==> config.mk <==
export PLATFORM = sky130hd
export DESIGN_NAME = mem_port_arbiter_flat
export DESIGN_NICKNAME = d
export VERILOG_FILES = /design/src/rtl/mem_arb_pkg.sv /design/src/rtl/mem_port_arbiter_if.sv /design/src/rtl/mem_arb_starve.sv /design/src/rtl/mem_port_arbiter.sv /design/src/flat_wrapper.sv
export SDC_FILE = /design/constraint.sdc
export NUM_CORES = 1
export LEC_CHECK = 0
export CAP_MARGIN = 20
export CORE_MARGIN = 1
export CORE_UTILIZATION = 42
export DETAILED_ROUTE_END_ITERATION = 12
export HOLD_SLACK_MARGIN = 0.03
export PLACE_DENSITY = 0.83
export SETUP_SLACK_MARGIN = 0.4
export SYNTH_ARGS = -nofsm -noshare
export SYNTH_HDL_FRONTEND = slang
export SYNTH_SLANG_ARGS = --single-unit
==> constraint.sdc <==
create_clock -name clk -period 2 [get_ports clk]
set_input_delay 0.6 -clock clk [delete_from_list [all_inputs] [get_ports clk]]
set_output_delay 0.6 -clock clk [all_outputs]
set_load 0.02 [all_outputs]
==> src/rtl/mem_arb_pkg.sv <==
// Shared widths, FSM state and requester encodings for the memory port arbiter.
package mem_arb_pkg;

   localparam int ADDR_W = 8;
   localparam int DATA_W = 16;

   typedef enum logic [1:0] {IDLE, ISSUE, WAIT, DONE} arbState_e;

   typedef enum logic {REQ_FETCH = 1'b0, REQ_EXEC = 1'b1} reqId_e;

   // Counters stick at all-ones instead of wrapping back to zero.
   function automatic logic [15:0] satInc16(input logic [15:0] value);
      return (value == 16'hFFFF) ? value : value + 16'd1;
   endfunction

endpackage

==> src/rtl/mem_port_arbiter_if.sv <==
// Bundles the fetch, execute, memory and powerdown signals of the arbiter.
// The master modport is the arbiter's view; slave is the surrounding pipeline/memory.
interface mem_port_arbiter_if;
   import mem_arb_pkg::*;

   logic              fetchReq;
   logic [ADDR_W-1:0] fetchAddr;
   logic [DATA_W-1:0] fetchData;
   logic              fetchReady;
   logic              readReq;
   logic              writeReq;
   logic [ADDR_W-1:0] memAddrLoadStore;
   logic [DATA_W-1:0] memValueStore;
   logic [DATA_W-1:0] memValueLoad;
   logic              valueReady;
   logic              mem_en;
   logic              mem_we;
   logic [ADDR_W-1:0] mem_addr;
   logic [DATA_W-1:0] mem_wdata;
   logic [DATA_W-1:0] mem_rdata;
   logic              powerdown;
   logic              pd_ack;
   logic [15:0]       fetch_grants;
   logic [15:0]       exec_grants;

   modport master (
      input  fetchReq, fetchAddr, readReq, writeReq, memAddrLoadStore, memValueStore,
             mem_rdata, powerdown,
      output fetchData, fetchReady, memValueLoad, valueReady, mem_en, mem_we, mem_addr,
             mem_wdata, pd_ack, fetch_grants, exec_grants
   );

   modport slave (
      output fetchReq, fetchAddr, readReq, writeReq, memAddrLoadStore, memValueStore,
             mem_rdata, powerdown,
      input  fetchData, fetchReady, memValueLoad, valueReady, mem_en, mem_we, mem_addr,
             mem_wdata, pd_ack, fetch_grants, exec_grants
   );

endinterface

==> src/rtl/mem_arb_starve.sv <==
// Starvation guard: counts execute grants a waiting fetch has lost and raises
// force_fetch once the count reaches STARVE_LIMIT.
module mem_arb_starve #(
   parameter int STARVE_LIMIT = 4
) (
   input  logic clk,
   input  logic rst,
   input  logic idle,
   input  logic fetchReq,
   input  logic fetchGrant,
   input  logic execGrant,
   output logic force_fetch
);

   localparam logic [3:0] LIMIT = 4'(STARVE_LIMIT);

   logic [3:0] starveCnt_q, starveCnt_d;

   // Any idle cycle without a fetch request means nobody is being starved.
   always_comb begin
      starveCnt_d = starveCnt_q;
      if (fetchGrant || (idle && !fetchReq)) begin
         starveCnt_d = 4'd0;
      end else if (execGrant && fetchReq && (starveCnt_q != 4'hF)) begin
         starveCnt_d = starveCnt_q + 4'd1;
      end
   end

   always_ff @(posedge clk or negedge rst) begin
      if (!rst) begin
         starveCnt_q <= 4'd0;
      end else begin
         starveCnt_q <= starveCnt_d;
      end
   end

   assign force_fetch = (starveCnt_q >= LIMIT);

endmodule

==> src/rtl/mem_port_arbiter.sv <==
// Arbitrates the single memory port between fetch and execute (execute first, with a
// fetch starvation guard). Define ARB_STATS_EN to build the saturating grant counters.
module mem_port_arbiter
   import mem_arb_pkg::*;
#(
   parameter int MEM_LAT      = 1,
   parameter int STARVE_LIMIT = 4
) (
   input logic                clk,
   input logic                rst,
   mem_port_arbiter_if.master bus
);

   localparam logic [2:0] LAT_INIT = 3'(MEM_LAT - 1);

   arbState_e         state_q;
   reqId_e            owner_q;
   logic              we_q;
   logic [ADDR_W-1:0] addr_q;
   logic [DATA_W-1:0] wdata_q;
   logic [2:0]        latCnt_q;
   logic              memEn_q;
   logic              fetchReady_q;
   logic              valueReady_q;
   logic [DATA_W-1:0] fetchData_q;
   logic [DATA_W-1:0] memValueLoad_q;

   logic forceFetch;
   logic execGrant;
   logic fetchGrant;

   mem_arb_starve #(.STARVE_LIMIT(STARVE_LIMIT)) uStarve (
      .clk        (clk),
      .rst        (rst),
      .idle       (state_q == IDLE),
      .fetchReq   (bus.fetchReq),
      .fetchGrant (fetchGrant),
      .execGrant  (execGrant),
      .force_fetch(forceFetch)
   );

   // Execute normally wins; a starved fetch overrides it.
   always_comb begin
      execGrant  = 1'b0;
      fetchGrant = 1'b0;
      if ((state_q == IDLE) && !bus.powerdown) begin
         if ((bus.readReq || bus.writeReq) && !(forceFetch && bus.fetchReq)) begin
            execGrant = 1'b1;
         end else if (bus.fetchReq) begin
            fetchGrant = 1'b1;
         end
      end
   end

   always_ff @(posedge clk or negedge rst) begin
      if (!rst) begin
         state_q        <= IDLE;
         owner_q        <= REQ_FETCH;
         we_q           <= 1'b0;
         addr_q         <= '0;
         wdata_q        <= '0;
         latCnt_q       <= 3'd0;
         memEn_q        <= 1'b0;
         fetchReady_q   <= 1'b0;
         valueReady_q   <= 1'b0;
         fetchData_q    <= '0;
         memValueLoad_q <= '0;
      end else begin
         case (state_q)
            IDLE: begin
               if (execGrant) begin
                  owner_q <= REQ_EXEC;
                  we_q    <= bus.writeReq;
                  addr_q  <= bus.memAddrLoadStore;
                  wdata_q <= bus.memValueStore;
                  memEn_q <= 1'b1;
                  state_q <= ISSUE;
               end else if (fetchGrant) begin
                  owner_q <= REQ_FETCH;
                  we_q    <= 1'b0;
                  addr_q  <= bus.fetchAddr;
                  wdata_q <= '0;
                  memEn_q <= 1'b1;
                  state_q <= ISSUE;
               end
            end
            ISSUE: begin
               memEn_q <= 1'b0;
               if (we_q) begin
                  valueReady_q <= 1'b1;
                  state_q      <= DONE;
               end else begin
                  latCnt_q <= LAT_INIT;
                  state_q  <= WAIT;
               end
            end
            // The last WAIT cycle is the one in which the memory presents valid data.
            WAIT: begin
               if (latCnt_q == 3'd0) begin
                  if (owner_q == REQ_FETCH) begin
                     fetchData_q  <= bus.mem_rdata;
                     fetchReady_q <= 1'b1;
                  end else begin
                     memValueLoad_q <= bus.mem_rdata;
                     valueReady_q   <= 1'b1;
                  end
                  state_q <= DONE;
               end else begin
                  latCnt_q <= latCnt_q - 3'd1;
               end
            end
            DONE: begin
               fetchReady_q <= 1'b0;
               valueReady_q <= 1'b0;
               state_q      <= IDLE;
            end
            default: state_q <= IDLE;
         endcase
      end
   end

   assign bus.mem_en       = memEn_q;
   assign bus.mem_we       = we_q;
   assign bus.mem_addr     = addr_q;
   assign bus.mem_wdata    = wdata_q;
   assign bus.fetchData    = fetchData_q;
   assign bus.fetchReady   = fetchReady_q;
   assign bus.memValueLoad = memValueLoad_q;
   assign bus.valueReady   = valueReady_q;
   assign bus.pd_ack       = rst & bus.powerdown & (state_q == IDLE);

`ifdef ARB_STATS_EN
   logic [15:0] fetchGrants_q;
   logic [15:0] execGrants_q;

   always_ff @(posedge clk or negedge rst) begin
      if (!rst) begin
         fetchGrants_q <= 16'd0;
         execGrants_q  <= 16'd0;
      end else begin
         if (fetchGrant) begin
            fetchGrants_q <= satInc16(fetchGrants_q);
         end
         if (execGrant) begin
            execGrants_q <= satInc16(execGrants_q);
         end
      end
   end

   assign bus.fetch_grants = fetchGrants_q;
   assign bus.exec_grants  = execGrants_q;
`else
   assign bus.fetch_grants = 16'd0;
   assign bus.exec_grants  = 16'd0;
`endif

endmodule

==> src/flat_wrapper.sv <==
// flat-port wrapper written by rule: the top's interface ports become plain ports
module mem_port_arbiter_flat import mem_arb_pkg::*;
#(
   parameter int MEM_LAT      = 1,
   parameter int STARVE_LIMIT = 4
)
  (clk, rst, bus_fetchReq, bus_fetchAddr, bus_readReq, bus_writeReq, bus_memAddrLoadStore, bus_memValueStore, bus_mem_rdata, bus_powerdown, bus_fetchData, bus_fetchReady, bus_memValueLoad, bus_valueReady, bus_mem_en, bus_mem_we, bus_mem_addr, bus_mem_wdata, bus_pd_ack, bus_fetch_grants, bus_exec_grants);
  mem_port_arbiter_if bus_i ();
  input logic clk;
  input logic rst;
  input wire logic [$bits(bus_i.fetchReq)-1:0] bus_fetchReq;
  input wire logic [$bits(bus_i.fetchAddr)-1:0] bus_fetchAddr;
  input wire logic [$bits(bus_i.readReq)-1:0] bus_readReq;
  input wire logic [$bits(bus_i.writeReq)-1:0] bus_writeReq;
  input wire logic [$bits(bus_i.memAddrLoadStore)-1:0] bus_memAddrLoadStore;
  input wire logic [$bits(bus_i.memValueStore)-1:0] bus_memValueStore;
  input wire logic [$bits(bus_i.mem_rdata)-1:0] bus_mem_rdata;
  input wire logic [$bits(bus_i.powerdown)-1:0] bus_powerdown;
  output wire logic [$bits(bus_i.fetchData)-1:0] bus_fetchData;
  output wire logic [$bits(bus_i.fetchReady)-1:0] bus_fetchReady;
  output wire logic [$bits(bus_i.memValueLoad)-1:0] bus_memValueLoad;
  output wire logic [$bits(bus_i.valueReady)-1:0] bus_valueReady;
  output wire logic [$bits(bus_i.mem_en)-1:0] bus_mem_en;
  output wire logic [$bits(bus_i.mem_we)-1:0] bus_mem_we;
  output wire logic [$bits(bus_i.mem_addr)-1:0] bus_mem_addr;
  output wire logic [$bits(bus_i.mem_wdata)-1:0] bus_mem_wdata;
  output wire logic [$bits(bus_i.pd_ack)-1:0] bus_pd_ack;
  output wire logic [$bits(bus_i.fetch_grants)-1:0] bus_fetch_grants;
  output wire logic [$bits(bus_i.exec_grants)-1:0] bus_exec_grants;
  assign bus_i.fetchReq = bus_fetchReq;
  assign bus_i.fetchAddr = bus_fetchAddr;
  assign bus_i.readReq = bus_readReq;
  assign bus_i.writeReq = bus_writeReq;
  assign bus_i.memAddrLoadStore = bus_memAddrLoadStore;
  assign bus_i.memValueStore = bus_memValueStore;
  assign bus_i.mem_rdata = bus_mem_rdata;
  assign bus_i.powerdown = bus_powerdown;
  assign bus_fetchData = bus_i.fetchData;
  assign bus_fetchReady = bus_i.fetchReady;
  assign bus_memValueLoad = bus_i.memValueLoad;
  assign bus_valueReady = bus_i.valueReady;
  assign bus_mem_en = bus_i.mem_en;
  assign bus_mem_we = bus_i.mem_we;
  assign bus_mem_addr = bus_i.mem_addr;
  assign bus_mem_wdata = bus_i.mem_wdata;
  assign bus_pd_ack = bus_i.pd_ack;
  assign bus_fetch_grants = bus_i.fetch_grants;
  assign bus_exec_grants = bus_i.exec_grants;
  mem_port_arbiter #(.MEM_LAT(MEM_LAT), .STARVE_LIMIT(STARVE_LIMIT)) u_core (.clk(clk), .rst(rst), .bus(bus_i));
endmodule
==> summary.txt <==
status -> finished clean
cell area after synthesis -> 3333 um2
Clk pwr share -> 18.5%
Mapped Cells -> 269
crit end category -> output port
largest net degree at the start of global routing -> 71
DRT Wirelength -> 8820 um
hold path start -> u_core.bus.fetchData[13]
CTS tree -> done
H-tree levels -> 3
Port Buffers -> 114
final number of setup-violating endpoints -> 0
clock buffer depth -> 2
most frequent cells in the layout -> 70 x dfrtp_1, 57 x buf_2, 48 x clkdlybuf4s50_1
startpoint types -> flop
Starting Density -> 43.36%
grt ovf -> 0
Seq/Total Area, Yosys -> 52.55%
cell chain of the critical path -> inv_2 > ha_4 > and3_4 > buf_6
Final min period -> 1.820 ns
commonest non-fill, non-tap cell in the layout -> dfrtp_1
Max Slew Vio Count -> 0
Worst Hold End -> u_core.bus.fetchData[13]
share of layout cells above drive strength 1 -> 46.99%
Synth area leaders -> dfrtp_1 53%, buf_4 7.4%, mux2_2 7.4%
Total Routing Usage GR -> 20.70%
# rows -> 32
Seq pwr share -> 29.9%
clk sinks -> 70
Peak VDD IR -> 0.7595 mV
Post-Layout Cell Count -> 534
core footprint -> 7687 um2
Top FF cell, synth -> dfrtp_1
# DRC -> 0
Post-Syn Area per Cell -> 12.39 um2
clock latency on the worst-skew pair -> 0.34 ns
DIE AREA -> 8296 um2
gp weighted congestion -> 0.7673
Vias/cell -> 4.895
Top Ports -> 147
dpl cells -> 491
R2R Setup Slk -> 0.27 ns
FF-to-FF Start -> u_core.state_q[1]
RSZ-0062 raised after global routing -> yes
crit path max-delay cell type -> dfrtp_1
CTS Buf Count -> 9
height of the die -> 91.09 um
Die W -> 91.09 um
Final HPWL DP -> 5214 um
Tcrit/Tclk final -> 91.00%
EDFF count, synth -> 0
Hold Violations, Final -> 0
DRT Pass-1 Iters -> 4
WP depth -> 4
root buf cell -> clkbuf_8
Setup CP Type -> flop to output port
Post-CTS Hold Fix Bufs -> 0
critical path arrival -> 1.22 ns
Worst Hold Depth -> 1
post-route core utilization -> 66.91%
FF-to-FF path depth -> 10
post-synth top area share -> 52.55%
R2R Path End -> u_core.bus.mem_addr[1]
total power per unit cell area -> 1605 nW/um2
Sw Ratio -> 37.25%
Max Clock Freq -> 549.4 MHz
Int Power -> 5.179 mW
Final Total Pwr -> 8.254 mW
Worst Path Max Fanout -> 2
yosys warns -> 0
diode count -> 0
Layout fillers -> 600
DR iter-0 viols -> 94
first-pass GRT wire length -> 13520 um
Max-slew headroom -> 42.61%
CP Buf/Inv Count -> 2
post-synth cell types -> 42
Async SR Flop Fraction -> 100.0%
Clk pin slew, worst setup/hold paths -> 0.08 ns
Synth-to-Final Area Change -> 54.32%
fin nets -> 489
Net Switching -> 3.075 mW
Least-Margin Pin Slew -> 0.8608 ns
cell family with most CP delay -> flip-flops
crit-path max cell delay -> 0.40 ns
DR WL/cell -> 16.52 um
Antenna Nets Post-Route -> 0
cell taking the most area after synthesis -> dfrtp_1
clk_skew -> 0.01148 ns
initial antenna violation count -> 0
Leakage -> 2.491 nW
vias -> 2614
vias in the first global route -> 2688
worst hold path class -> flop to flop
Required @ worst endpoint -> 1.40 ns
Comb pwr share -> 51.6%
MaxCap Viol Count -> 0
Seq cells post-synth -> 70
-- synthesized netlist by cell type (all sizes together) (3+ instances only) --
master,n
nand2b,3
nand3,26
nor2,4
nand2,15
and2,3
mux2,33
buf,42
dfrtp,70
o21ai,10
ha,8
inv,12
a22o,20
-- flip-flops by register name, summed over array words and instances, names as in the netlist, 2 cells and up --
| signal | count |
|---|---|
| u_core.latCnt_q | 3 |
| u_core.bus.mem_addr | 8 |
| u_core.bus.mem_wdata | 16 |
| u_core.bus.memValueLoad | 16 |
| u_core.state_q | 2 |
| u_core.uStarve.starveCnt_q | 4 |
| u_core.bus.fetchData | 16 |
-- cell families (layout without fill, tap and decap cells) --
group	count (synthesis)	after routing	share of synthesized area, %
DFF	70	70	52.55
other	1	32	0.1125
adders and majority gates	8	8	3.003
AOI/OAI and AO/OA	42	42	9.835
and+or+nand+nor	60	61	10.51
muxes	34	34	12.58
buffers and inverters	54	185	11.41
-- worst max path at each step --
stage	from	endpoint	slack [ns]
6_report	u_core.state_q[1]	bus_pd_ack	0.18
5_1_grt	u_core.state_q[0]	bus_pd_ack	0.13
4_1_cts	u_core.state_q[1]	bus_pd_ack	0.12
3_5_place_dp	bus_powerdown	bus_pd_ack	-0.46
3_3_place_gp	bus_powerdown	bus_pd_ack	-0.47
2_1_floorplan	u_core.state_q[0]	u_core.bus.fetchData[10]	0.37
-- routing by layer --
metal	vias to the layer above	part of all wire [%]	GRT usage, %
met5	-	0	0
met4	0	1.3	6.746
met3	10	5.6	3.853
met2	111	52	36.36
met1	1291	41	25.65
li1	1202	-	-
-- stage by stage --
| stage | hold slack, ns | TNS, ns | cell area (um2) | worst slack (ns) |
|---|---|---|---|---|
| 2_1_floorplan | 0.3044 | 0 | 3453 | 0.3707 |
| 3_3_place_gp | 0.4696 | -2.241 | 4522 | -0.4674 |
| 3_5_place_dp | 0.4760 | -3.048 | 4522 | -0.4644 |
| 4_1_cts | 0.4966 | 0 | 5121 | 0.1243 |
| 5_1_grt | 0.5195 | 0 | 5144 | 0.1280 |
| 6_report | 0.4853 | 0 | 5144 | 0.1799 |
-- repair_timing --
item,4_1_cts,5_1_grt
setup endpoints to repair,126,94
gates cloned,4,2
gates resized for setup,241,80
setup buffers,18,3
pin swaps,10,40
-- worst register-to-register path: stages (launching register included) --
cell,delay (ns)
dfrtp_1,0.37
inv_2,0.06
ha_4,0.16
buf_4,0.13
buf_6,0.11
buf_6,0.12
and2b_2,0.22
buf_6,0.13
buf_8,0.14
nand3_1,0.11
nand3_2,0.08
-- power by group through the flow --
stage,Combinational [mW],Clock (mW),Sequential (mW)
final,4.26,1.53,2.47
after global routing,4.54,1.61,2.55
after CTS,4.14,1.55,2.46
after detailed placement,3.92,0,2.49
after global placement,3.83,0,2.46
after floorplan,1.49,0,3.20
-- cell type report --
cell class,count,area [um2],area share [%]
Clock inverter,7,146.4,2.846
Tap cell,102,127.6,2.481
Inverter,12,45.04,0.8757
Multi-Input combinational cell,177,1583,30.77
Timing Repair Buffer,157,1366,26.56
Sequential cell,70,1752,34.05
Clock buffer,9,123.9,2.408
Note: power is estimated with default switching activity, not from simulation.
